--- config.mk ---
export PLATFORM = sky130hd
export DESIGN_NAME = ram_arbiter
export DESIGN_NICKNAME = d
export VERILOG_FILES = /design/src/rtl/ram_arbiter.sv
export SDC_FILE = /design/constraint.sdc
export NUM_CORES = 1
export LEC_CHECK = 0
export BUFFER_PORTS_ARGS = -buffer_cell sky130_fd_sc_hd__buf_2
export CORE_MARGIN = 3
export CORE_UTILIZATION = 41
export CTS_CLUSTER_SIZE = 40
export DETAILED_ROUTE_END_ITERATION = 12
export GPL_ROUTABILITY_DRIVEN = 1
export GPL_TIMING_DRIVEN = 0
export PLACE_DENSITY_LB_ADDON = 0.2
export SYNTH_ARGS = -nofsm -noshare
export SYNTH_HDL_FRONTEND = slang
export SYNTH_SLANG_ARGS = --single-unit
--- constraint.sdc ---
create_clock -name clk -period 1.5 [get_ports clk]
set_input_delay 0.15 -clock clk [delete_from_list [all_inputs] [get_ports clk]]
set_output_delay 0.15 -clock clk [all_outputs]
set_load 0.05 [all_outputs]
--- src/rtl/ram_arbiter.sv ---
// Shares one synchronous RAM port between a hard-timed CPU slot and two DMA requesters
// (video fetch, loader write). DMA may only use the gaps that cannot collide with the next CPU slot.
module ram_arbiter #(
    parameter int PERIOD = 25,
    parameter int GUARD  = 3
) (
    input  logic        clk,
    input  logic        reset,
    input  logic        cpu_slot,
    input  logic [15:0] cpu_addr,
    input  logic        cpu_we,
    input  logic [7:0]  cpu_wdata,
    output logic [7:0]  cpu_rdata,
    output logic        cpu_done,
    input  logic        vic_req,
    input  logic [15:0] vic_addr,
    output logic        vic_ack,
    output logic [7:0]  vic_rdata,
    input  logic        ldr_req,
    input  logic [15:0] ldr_addr,
    input  logic [7:0]  ldr_wdata,
    output logic        ldr_ack,
    output logic [15:0] ram_addr,
    output logic        ram_we,
    output logic [7:0]  ram_din,
    input  logic [7:0]  ram_dout,
    output logic        overrun,
    output logic [2:0]  dbg_state,
    output logic [((PERIOD > 1) ? $clog2(PERIOD) : 1)-1:0] dbg_phase
);

    localparam int PW = (PERIOD > 1) ? $clog2(PERIOD) : 1;
    localparam logic [PW-1:0] LAST  = PW'(PERIOD - 1);
    localparam logic [PW-1:0] LIMIT = PW'(PERIOD - GUARD);

    typedef enum logic [2:0] {
        IDLE    = 3'd0,
        CPU_ACC = 3'd1,
        CPU_CAP = 3'd2,
        DMA_ACC = 3'd3,
        DMA_CAP = 3'd4
    } state_t;

    state_t        state_q;
    logic [PW-1:0] phase_q, phase_d;
    logic          prio_ldr_q;   // 1: loader wins a tie (VIC completed most recently)
    logic          owner_ldr_q;  // requester owning the in-flight DMA access
    logic [15:0]   ram_addr_q;
    logic          ram_we_q;
    logic [7:0]    ram_din_q;
    logic [7:0]    cpu_rdata_q, vic_rdata_q;
    logic          cpu_done_q, vic_ack_q, ldr_ack_q, overrun_q;

    logic take_cpu, pulse_busy, gnt, pick_ldr;

    // Requests are level-held until ack, so a request is still visible in its
    // own ack cycle; arbitrating then would re-grant a finished access.
    always_comb begin
        take_cpu   = cpu_slot && (state_q == IDLE || state_q == DMA_ACC || state_q == DMA_CAP);
        pulse_busy = cpu_done_q || vic_ack_q || ldr_ack_q;
        pick_ldr   = ldr_req && (!vic_req || prio_ldr_q);
        gnt        = (state_q == IDLE) && !cpu_slot && !pulse_busy &&
                     (phase_q <= LIMIT) && (vic_req || ldr_req);
        if (cpu_slot)
            phase_d = PW'(1);
        else if (phase_q == LAST)
            phase_d = '0;
        else
            phase_d = phase_q + 1'b1;
    end

    always_ff @(posedge clk) begin
        if (reset) begin
            state_q     <= IDLE;
            phase_q     <= '0;
            prio_ldr_q  <= 1'b0;
            owner_ldr_q <= 1'b0;
            ram_addr_q  <= '0;
            ram_we_q    <= 1'b0;
            ram_din_q   <= '0;
            cpu_rdata_q <= '0;
            vic_rdata_q <= '0;
            cpu_done_q  <= 1'b0;
            vic_ack_q   <= 1'b0;
            ldr_ack_q   <= 1'b0;
            overrun_q   <= 1'b0;
        end else begin
            cpu_done_q <= 1'b0;
            vic_ack_q  <= 1'b0;
            ldr_ack_q  <= 1'b0;
            overrun_q  <= cpu_slot && (state_q != IDLE);
            phase_q    <= phase_d;
            if (take_cpu) begin
                state_q    <= CPU_ACC;
                ram_addr_q <= cpu_addr;
                ram_we_q   <= cpu_we;
                ram_din_q  <= cpu_wdata;
            end else begin
                case (state_q)
                    IDLE: begin
                        if (gnt) begin
                            state_q     <= DMA_ACC;
                            owner_ldr_q <= pick_ldr;
                            ram_addr_q  <= pick_ldr ? ldr_addr : vic_addr;
                            ram_we_q    <= pick_ldr;
                            ram_din_q   <= pick_ldr ? ldr_wdata : 8'h00;
                        end
                    end
                    CPU_ACC: begin
                        ram_we_q <= 1'b0;
                        state_q  <= CPU_CAP;
                    end
                    CPU_CAP: begin
                        cpu_rdata_q <= ram_dout;
                        cpu_done_q  <= 1'b1;
                        state_q     <= IDLE;
                    end
                    DMA_ACC: begin
                        ram_we_q <= 1'b0;
                        state_q  <= DMA_CAP;
                    end
                    DMA_CAP: begin
                        if (owner_ldr_q) begin
                            ldr_ack_q  <= 1'b1;
                            prio_ldr_q <= 1'b0;
                        end else begin
                            vic_rdata_q <= ram_dout;
                            vic_ack_q   <= 1'b1;
                            prio_ldr_q  <= 1'b1;
                        end
                        state_q <= IDLE;
                    end
                    default: state_q <= IDLE;
                endcase
            end
        end
    end

    assign cpu_rdata = cpu_rdata_q;
    assign cpu_done  = cpu_done_q;
    assign vic_ack   = vic_ack_q;
    assign vic_rdata = vic_rdata_q;
    assign ldr_ack   = ldr_ack_q;
    assign ram_addr  = ram_addr_q;
    assign ram_we    = ram_we_q;
    assign ram_din   = ram_din_q;
    assign overrun   = overrun_q;
    assign dbg_state = state_q;
    assign dbg_phase = phase_q;

endmodule

==> metrics.txt <==
status=complete, but fails checks; failing checks=setup timing; RePlAce Congestion=0.855; Starting DRT DRC Count=just over 90; Total GRT Usage=0.222; fin cells=slightly above 500; drt wl/cell=about 16 um; Multi-input gate area=about 0.0016 mm^2; clock-pin slew on the worst setup and hold paths=~0.11 ns; final hold slack=roughly 0.066 ns; CP Launch Type=register; Routed Antenna Nets=0; routed wire length=about 8.3 mm; Mean Syn Cell Area=roughly 8.8 um^2; WP depth=6; worst flop-to-flop path endpoint=ram_addr[7]; H-tree levels=2; final worst path period share=1.10; Die H=roughly 84 um; fmax=608 MHz; hold crit path type=in2reg; Net count, final=520; critical path's slowest cell=dfxtp_4; Rows=27; most used cell, CP=buf_6; Clk Latency, worst-skew pair=about 0.32 ns; commonest non-fill, non-tap cell in the layout=buf_2; maxcap violations=0; critical path's top delay family=compound AO/OA/AOI/OAI gates; Seq. cell area=~0.0011 mm^2; wire length of the first global-routing pass=around 13 mm; Num CTS Buffers=5; area of the mapped netlist=approximately 0.0025 mm^2; most frequent cells in the layout=buf_2, dfxtp_1, nor2_1, nand2_1; final hold vios=0; Reg2Reg Depth=6; Max clock buf depth=2; r2r setup slk=-0.14 ns; DIE WIDTH=84.5 um; sequential fraction of the synthesis area=0.436; final worst setup slack=-0.144 ns; largest net degree at the start of global routing=21; Worst slew margin=0.533; Cells after DPL=around 500; Slew Viols, Final=0; Initial Util=0.439; Crit. End Element=register; Post-Syn Nets=367; Distinct cells, synth=approximately 40; buffers plus inverters on the worst setup path=2; vias per cell=~5.4; IO Pins=between 100 and 150; routed vias=between 2k and 3k; worst path cell trace=and3b_2, o21a_1, buf_6, buf_6, a211oi_1, o32ai_2; Post-Place Setup Slack=-0.464 ns; hpwl dp=5.92 mm; final setup vio count=32; placed cell areas=0.00341 mm^2; RR Startpoint=dbg_state[1]; initial antenna violation count=0; vias in the first global route=between 2k and 3k; RSZ-0062 raised after global routing=yes; Yosys reg bits=55; Yosys warnings=0; fin crit period=between 1.5 and 2 ns; clk root buf=clkbuf_8; Worst Path Arrival=1.84 ns; PD cells=about 1100 mW/mm^2; filler cell count=roughly 480; CP max FO=10; Critical Path Sink=ram_addr[7]; CORE AREA=around 0.0057 mm^2; cells after synthesis=between 200 and 300; number of inserted diodes=0; Area Overhead vs Synth=54.9%; Worst Path Required=~1.7 ns; Port-buffer cells=130; Residual DRC=0; DIE AREA=0.00713 mm^2; post-route cell area=slightly below 0.004 mm^2; CTS tree=yes; skew final=roughly 0.014 ns; crit path from=dbg_state[1]; Peak VDD IR=0.533 mV; clock sink count=55; hold buffers post-CTS=0; CP peak stage delay=around 0.38 ns; grt ovf=0; Worst Max-Slew Pin Slew=~0.70 ns; fraction of layout cells with a size suffix above 1=0.543; leakage power=about 1.8 nW; DR pass1 iterations=4; critical path type=reg2reg
-- cell type report --
class                   count  share of cell area
clock buffers               5              0.0176
inverters                   6             0.00640
repair buffers            150               0.207
clock inverters             3             0.00800
well taps                  72              0.0230
flip-flops and latches     55               0.288
plain buffers              21              0.0419
multi-input cells         200               0.407
-- registers in the layout (all words and copies together) (netlist names) --
name and count:
cpu_done 1, cpu_rdata 8, dbg_phase 5, dbg_state 3, ldr_ack 1, overrun 1
owner_ldr_q 1, prio_ldr_q 1, ram_addr 16, ram_din 8, ram_we 1, vic_ack 1
vic_rdata 8
-- cell usage after synthesis, drive strengths merged --
cell / instances / area [um^2]
or3b: 1 / 11.3
a211oi: 17 / 128
xor2: 2 / 17.5
mux2i: 16 / 160
a311oi: 8 / 70.1
xnor2: 1 / 8.76
nand2b: 1 / 6.26
nand2: 28 / 105
and4: 1 / 8.76
nor4: 2 / 18.8
or3: 3 / 18.8
inv: 6 / 22.5
nand4b: 1 / 8.76
clkbuf: 12 / 45.0
nand3: 10 / 50.1
dfxtp: 55 / 1100
o21a: 1 / 7.51
buf: 13 / 78.8
o32ai: 16 / 140
a211o: 1 / 8.76
o21ai: 4 / 42.5
ha: 3 / 37.5
nor2: 41 / 154
a2bb2oi: 1 / 8.76
nor3b: 2 / 15.0
a2111o: 1 / 11.3
a2111oi: 1 / 8.76
nor4b: 1 / 8.76
and3b: 1 / 10.0
and3: 17 / 106
a31oi: 1 / 6.26
nor3: 11 / 55.1
and2: 2 / 12.5
nand4: 1 / 6.26
a21oi: 3 / 15.0
and4b: 1 / 10.0
-- layer usage --
layer	track usage	vias to the layer above	share of wire	wire (um)
li1	-	1342	-	-
met4	0.0417	0	0.011	89
met1	0.262	1329	0.41	3390
met5	0	-	0	0
met2	0.395	94	0.51	4190
met3	0.0756	8	0.073	608
-- power by group --
part / leakage [nW] / switching [W] / internal, W
Combinational: 1.31 / 0.00101 / 0.000579
Sequential: 0.456 / 0.0000872 / 0.00159
Clock: 0.0526 / 0.000534 / 0.000359
Total: 1.82 / 0.00163 / 0.00253
-- worst min path at each step --
stage | start | end | slack [ns] | depth (start not counted)
after floorplan | reset | dbg_state[1] | 0.22 | 1
after global placement | ram_dout[3] | vic_rdata[3] | 0.39 | 3
after detailed placement | reset | dbg_state[1] | 0.40 | 2
after CTS | reset | dbg_state[1] | 0.05 | 2
after global routing | reset | dbg_state[1] | 0.05 | 2
final | reset | dbg_state[1] | 0.07 | 2
-- repair_timing --
item,4_1_cts,5_1_grt
pin swaps,8,20
buffers inserted,13,6
endpoints found under the setup margin,38,43
resized for setup,18,38
cloned,2,0
-- cell families (layout without fill, tap and decap cells) --
group,after synthesis,after routing,share of synthesized area
AND/OR/NAND/NOR,124,124,0.240
flip-flops,55,55,0.436
AO/OA/AOI/OAI,54,54,0.177
buffers and inverters,31,185,0.0580
multiplexers,16,16,0.0635
adder cells (fa/ha/maj),3,3,0.0149
XOR/XNOR,3,3,0.0104
-- through the flow --
stage               TNS, ns  utilization  total power (W)
global route          -6.12        0.681          0.00437
floorplan             -2.97            -          0.00268
global placement      -7.89        0.593          0.00304
finish                -2.89        0.681          0.00416
CTS                   -2.25        0.640          0.00403
detailed placement    -8.60        0.593          0.00305
Note: power is estimated with default switching activity, not from simulation.
